==> config.mk <==
export PLATFORM = sky130hd
export DESIGN_NAME = div_radix2
export DESIGN_NICKNAME = d
export VERILOG_FILES = /design/src/rtl/div_radix2_pkg.sv /design/src/rtl/div_radix2.sv
export SDC_FILE = /design/constraint.sdc
export NUM_CORES = 1
export LEC_CHECK = 0
export ABC_CLOCK_PERIOD_IN_PS = 6800
export CORE_ASPECT_RATIO = 1.5
export CORE_UTILIZATION = 56
export DETAILED_ROUTE_END_ITERATION = 7
export HOLD_SLACK_MARGIN = 0.02
export PLACE_DENSITY = 0.79
export SLEW_MARGIN = 20
export SYNTH_ARGS = -nofsm -noshare
export SYNTH_HDL_FRONTEND = slang
export SYNTH_SLANG_ARGS = --single-unit
==> constraint.sdc <==
create_clock -name clk -period 6.8 [get_ports clk]
set_clock_uncertainty 0.05 [all_clocks]
set_input_delay 0.68 -clock clk [delete_from_list [all_inputs] [get_ports clk]]
set_output_delay 0.68 -clock clk [all_outputs]
set_load 0.02 [all_outputs]
==> src/rtl/div_radix2_pkg.sv <==
// rtl/div_radix2_pkg.sv - shared state encoding and handshake constants for the radix-2 divider
package div_radix2_pkg;

  typedef enum logic [1:0] {
    DIV_FREE   = 2'b00,
    DIV_BYZERO = 2'b01,
    DIV_ON     = 2'b10,
    DIV_END    = 2'b11
  } div_state_e;

  localparam logic DIV_RESULT_READY     = 1'b1;
  localparam logic DIV_RESULT_NOT_READY = 1'b0;

endpackage

==> src/rtl/div_radix2.sv <==
// rtl/div_radix2.sv - iterative restoring divider answering the EX-stage start/ready handshake
module div_radix2
  import div_radix2_pkg::*;
#(
  parameter int WIDTH = 32
) (
  input  logic               clk,
  input  logic               resetn,
  input  logic               signed_div_i,
  input  logic [WIDTH-1:0]   opdata1_i,
  input  logic [WIDTH-1:0]   opdata2_i,
  input  logic               start_i,
  input  logic               annul_i,
  output logic [2*WIDTH-1:0] result_o,
  output logic               ready_o
);

  localparam int CNT_W = $clog2(WIDTH);
  localparam logic [CNT_W-1:0] LAST_STEP = CNT_W'(WIDTH - 1);

  div_state_e       state;
  logic [CNT_W-1:0] cnt;
  logic [WIDTH-1:0] rem;
  logic [WIDTH-1:0] quo;
  logic [WIDTH-1:0] divisor;
  logic             signed_q;
  logic             dividend_neg;
  logic             quo_neg;

  logic [WIDTH:0]   shifted;
  logic [WIDTH:0]   trial;
  logic [WIDTH-1:0] step_rem;
  logic [WIDTH-1:0] step_quo;
  logic [WIDTH-1:0] fix_rem;
  logic [WIDTH-1:0] fix_quo;
  logic [WIDTH-1:0] abs_a;
  logic [WIDTH-1:0] abs_b;

  // The remainder stays below the divisor, so only the shifted value needs the extra bit.
  always_comb begin
    shifted  = {rem, quo[WIDTH-1]};
    trial    = shifted - {1'b0, divisor};
    step_rem = rem;
    step_quo = {quo[WIDTH-2:0], 1'b0};
    if (!trial[WIDTH]) begin
      step_rem    = trial[WIDTH-1:0];
      step_quo[0] = 1'b1;
    end else begin
      step_rem = shifted[WIDTH-1:0];
    end
    fix_quo = (signed_q && quo_neg)      ? -step_quo : step_quo;
    fix_rem = (signed_q && dividend_neg) ? -step_rem : step_rem;
    abs_a   = (signed_div_i && opdata1_i[WIDTH-1]) ? -opdata1_i : opdata1_i;
    abs_b   = (signed_div_i && opdata2_i[WIDTH-1]) ? -opdata2_i : opdata2_i;
  end

  always_ff @(posedge clk) begin
    if (!resetn) begin
      state        <= DIV_FREE;
      cnt          <= '0;
      rem          <= '0;
      quo          <= '0;
      divisor      <= '0;
      signed_q     <= 1'b0;
      dividend_neg <= 1'b0;
      quo_neg      <= 1'b0;
      result_o     <= '0;
      ready_o      <= DIV_RESULT_NOT_READY;
    end else begin
      case (state)
        DIV_FREE: begin
          result_o <= '0;
          ready_o  <= DIV_RESULT_NOT_READY;
          if (start_i && !annul_i) begin
            if (opdata2_i == '0) begin
              state <= DIV_BYZERO;
            end else begin
              state        <= DIV_ON;
              quo          <= abs_a;
              divisor      <= abs_b;
              rem          <= '0;
              cnt          <= '0;
              signed_q     <= signed_div_i;
              dividend_neg <= opdata1_i[WIDTH-1];
              quo_neg      <= opdata1_i[WIDTH-1] ^ opdata2_i[WIDTH-1];
            end
          end
        end

        DIV_BYZERO: begin
          state    <= DIV_END;
          result_o <= '0;
          ready_o  <= DIV_RESULT_READY;
        end

        DIV_ON: begin
          if (annul_i || !start_i) begin
            state <= DIV_FREE;
          end else begin
            rem <= step_rem;
            quo <= step_quo;
            cnt <= cnt + 1'b1;
            // Final step: the sign-corrected result is registered on the same edge as END.
            if (cnt == LAST_STEP) begin
              state    <= DIV_END;
              result_o <= {fix_rem, fix_quo};
              ready_o  <= DIV_RESULT_READY;
            end
          end
        end

        DIV_END: begin
          if (annul_i || !start_i) begin
            state    <= DIV_FREE;
            result_o <= '0;
            ready_o  <= DIV_RESULT_NOT_READY;
          end
        end
      endcase
    end
  end

endmodule

==> insert_results.sql <==
INSERT INTO impl_metrics (metric_group, metric, value, unit) VALUES
('outcome', 'run_status', 'complete, no violations', ''),
('grt', 'grt_first_pass_wirelength', '59600', 'µm'),
('setup_path', 'critical_path.max_stage_delay', '0.51', 'ns'),
('clock_network', 'cts_post_setup_buffers_inserted', '0', ''),
('setup_path', 'worst_setup_path_start_kind', 'register', ''),
('die', 'design.core.area', '21000', 'µm²'),
('timing', 'final_hold_viol_count', '0', ''),
('cells_and_area', 'antennaDiodeCount', '0', ''),
('placement', 'io_buffer_count', '133', ''),
('timing', 'setup_viol', '0', ''),
('synthesis', 'ys_seq_elements', '171', ''),
('synthesis', 'synth_sequential_area_ratio', '28.6', '%'),
('power', 'internal_power', '2.34', 'mW'),
('timing', 'totalNegativeSetupSlack', '0', 'ns'),
('clock_network', 'clk-insertion-delay-late', '0.45', 'ns'),
('setup_path', 'critPathKind', 'reg2reg', ''),
('worst_hold_path', 'hold_end', 'result_o[47]$_SDFFE_PN0P_', ''),
('synthesis', 'synth_cell_area', '12000', 'µm²'),
('synthesis', 'synth-edff-count', '0', ''),
('power', 'ir_drop', '0.000226', 'V'),
('route', 'routed_wirelength', '38000', 'µm'),
('worst_hold_path', 'hp-class', 'reg2reg', ''),
('grt', 'grt_start_max_net_pins', '82', ''),
('power', 'power_density', '288', 'nW/µm²'),
('clock_network', 'cts.sink_count', '171', ''),
('synthesis', 'yosysWarningCount', '0', ''),
('die', 'initial_utilization', '57.1', '%'),
('timing', 'final.period_utilization', '74.7', '%'),
('setup_path', 'cp_data_required_time', '7.07', 'ns'),
('clock_network', 'path_clk_slew', '0.07', 'ns'),
('timing', 'maxClockFrequency', '197', 'MHz'),
('setup_path', 'worst_ep_arrival_time', '5.35', 'ns'),
('power', 'total_leakage_power', '5.47', 'nW'),
('route', 'routed-via-count', '11905', ''),
('route', 'wl_per_cell', '19.6', 'µm'),
('route', 'drt_pass1_iterations', '5', ''),
('setup_path', 'critical_path_peak_fanout', '34', ''),
('flow_run', 'reported_max_cap_violation_count', '0', ''),
('cells_and_area', 'fin_nets', '1773', ''),
('placement', 'placed_area', '13400', 'µm²'),
('setup_path', 'timing.critical_path.to_type', 'register', ''),
('grt', 'antenna_found_initial', '0', ''),
('clock_network', 'clk_path_buf_depth', '2', ''),
('setup_path', 'critical_path.reg2reg.startpoint', 'quo[31]$_SDFFE_PN0P_', ''),
('synthesis', 'syn_area_per_cell', '7.55', 'µm²'),
('clock_network', 'post_cts.resized_instances', '0', ''),
('placement', 'gp_routability_congestion', '0.982', ''),
('die', 'floorplan.die.height', '181', 'µm'),
('synthesis', 'synth_fp_nets', '1699', ''),
('grt', 'grt_usage', '35.0', '%'),
('clock_network', 'htree_levels', '4', ''),
('route', 'drt_iter0_markers', '831', ''),
('placement', 'dp_hpwl', '28200', 'µm'),
('cells_and_area', 'finalInstanceArea', '14000', 'µm²'),
('grt', 'grt_pass1_vias', '11361', ''),
('worst_hold_path', 'whs_path_cells', '2', ''),
('grt', 'globalRouteOverflowTotal', '0', ''),
('power', 'sequentialPowerShare', '28.8', '%'),
('timing', 'final-max-slew-violation-count', '0', ''),
('timing', 'setup_repair_after_global_routing_missed_its_margin', 'no', ''),
('synthesis', 'netlist_instances', '1587', ''),
('clock_network', 'cts_buffers', '17', ''),
('die', 'boundaryPins', '134', ''),
('power', 'switching_share', '42.2', '%'),
('route', 'viasPerCell', '6.13', ''),
('setup_path', 'worst_r2r_endpoint', 'result_o[60]$_SDFFE_PN0P_', ''),
('route', 'detail_route.drc_violations', '0', ''),
('power', 'power_frac_clock', '27.4', '%'),
('worst_hold_path', 'hold_path_startpoint', 'result_o[47]$_SDFFE_PN0P_', ''),
('synthesis', 'synth.distinct_cells', '79', ''),
('cells_and_area', 'area_growth', '17.1', '%');
worst max path at each step:
stage | slack, ns | from | end | cells past startpoint
floorplan | 2.43 | quo[31]$_SDFFE_PN0P_ | result_o[60]$_SDFFE_PN0P_ | 25
global placement | 1.97 | quo[31]$_SDFFE_PN0P_ | result_o[60]$_SDFFE_PN0P_ | 23
detailed placement | 1.88 | quo[31]$_SDFFE_PN0P_ | result_o[60]$_SDFFE_PN0P_ | 22
CTS | 1.83 | quo[31]$_SDFFE_PN0P_ | result_o[60]$_SDFFE_PN0P_ | 22
global route | 1.39 | quo[31]$_SDFFE_PN0P_ | result_o[60]$_SDFFE_PN0P_ | 22
finish | 1.72 | quo[31]$_SDFFE_PN0P_ | result_o[60]$_SDFFE_PN0P_ | 22
per-layer routing:
layer	vias up	share of wire, %	global-route usage, %
met4	0	7.8	27.3
met5	-	0	0
met2	442	50	60.5
met1	5587	37	38.0
li1	5727	-	-
met3	149	4.6	4.77
cell usage after synthesis (6+ instances only):
| master | count | area, µm² |
|---|---|---|
| sky130_fd_sc_hd__or4_1 | 8 | 60.1 |
| sky130_fd_sc_hd__o211ai_1 | 9 | 67.6 |
| sky130_fd_sc_hd__a21o_1 | 14 | 105 |
| sky130_fd_sc_hd__nor2b_1 | 37 | 231 |
| sky130_fd_sc_hd__o21a_1 | 7 | 52.6 |
| sky130_fd_sc_hd__a211oi_1 | 6 | 45.0 |
| sky130_fd_sc_hd__nand2_1 | 277 | 1040 |
| sky130_fd_sc_hd__o21ai_1 | 25 | 125 |
| sky130_fd_sc_hd__o21ai_0 | 128 | 641 |
| sky130_fd_sc_hd__nand3b_1 | 7 | 52.6 |
| sky130_fd_sc_hd__o41ai_1 | 10 | 87.6 |
| sky130_fd_sc_hd__dfxtp_1 | 171 | 3420 |
| sky130_fd_sc_hd__and3_1 | 11 | 68.8 |
| sky130_fd_sc_hd__ha_1 | 42 | 526 |
| sky130_fd_sc_hd__nor3_1 | 24 | 120 |
| sky130_fd_sc_hd__o211a_1 | 30 | 300 |
| sky130_fd_sc_hd__nor2_1 | 93 | 349 |
| sky130_fd_sc_hd__nand4_1 | 12 | 75.1 |
| sky130_fd_sc_hd__o31ai_1 | 15 | 113 |
| sky130_fd_sc_hd__and2_1 | 45 | 282 |
| sky130_fd_sc_hd__buf_2 | 15 | 75.1 |
| sky130_fd_sc_hd__nor3b_1 | 6 | 45.0 |
| sky130_fd_sc_hd__inv_1 | 51 | 191 |
| sky130_fd_sc_hd__a31oi_1 | 12 | 75.1 |
| sky130_fd_sc_hd__a22oi_1 | 32 | 240 |
| sky130_fd_sc_hd__xor2_1 | 65 | 569 |
| sky130_fd_sc_hd__a21boi_0 | 33 | 248 |
| sky130_fd_sc_hd__nor4_1 | 16 | 100 |
| sky130_fd_sc_hd__a21oi_1 | 82 | 410 |
| sky130_fd_sc_hd__xnor2_1 | 71 | 622 |
| sky130_fd_sc_hd__mux2i_1 | 23 | 230 |
| sky130_fd_sc_hd__or3_1 | 21 | 131 |
| sky130_fd_sc_hd__clkbuf_1 | 70 | 263 |
| sky130_fd_sc_hd__nand3_1 | 25 | 125 |
| sky130_fd_sc_hd__a21boi_1 | 15 | 113 |
worst min-delay path, delay by kind of cell (launching register included):
kind	cells	cell delay, ns
and+or+nand+nor	2	0.09
DFF	1	0.31
sequential cells by signal, summed over array words and instances (netlist names):
name	flops
result_o	64
divisor	32
quo	32
rem	32
cnt	5
state	2
dividend_neg	1
quo_neg	1
ready_o	1
signed_q	1
logic make-up (layout without fill, tap and decap cells):
family,count (synthesis),in the layout,synth area share [%]
xor+xnor,136,136,9.95
flops,171,171,28.6
fa+ha+maj,43,43,4.56
simple gates,603,603,23.9
mux,27,27,2.32
compound gates,464,464,25.9
buf+inv,143,230,4.80
through the flow:
step           hold slack, ns  total power [mW]  setup WS (ns)  util (%)  cells
2_1_floorplan           0.391              2.41           2.43         -   1587
3_3_place_gp            0.384              2.90           1.97      63.7   1910
3_5_place_dp            0.390              2.92           1.88      63.7   1910
4_1_cts                 0.400              4.02           1.83      66.8   1942
5_1_grt                 0.408              4.25           1.39      66.8   1942
6_report                0.397              4.04           1.72      66.8   1942
power groups by stage:
| stage | clock network [mW] | registers [mW] | logic [mW] |
|---|---|---|---|
| 6_report | 1.11 | 1.17 | 1.77 |
| 5_1_grt | 1.16 | 1.18 | 1.91 |
| 4_1_cts | 1.12 | 1.16 | 1.74 |
| 3_5_place_dp | 0 | 1.19 | 1.73 |
| 3_3_place_gp | 0 | 1.18 | 1.72 |
| 2_1_floorplan | 0 | 1.18 | 1.23 |
layout make-up:
cell class / instances / area [µm²] / area share [%]
clock inverters: 15 / 235 / 1.68
repair buffers: 146 / 1430 / 10.2
clock buffers: 17 / 425 / 3.03
well taps: 268 / 335 / 2.39
flip-flops and latches: 171 / 3420 / 24.4
inverters: 52 / 198 / 1.41
multi-input cells: 1273 / 7980 / 56.9
No activity file was read; power rests on OpenSTA's default activity.
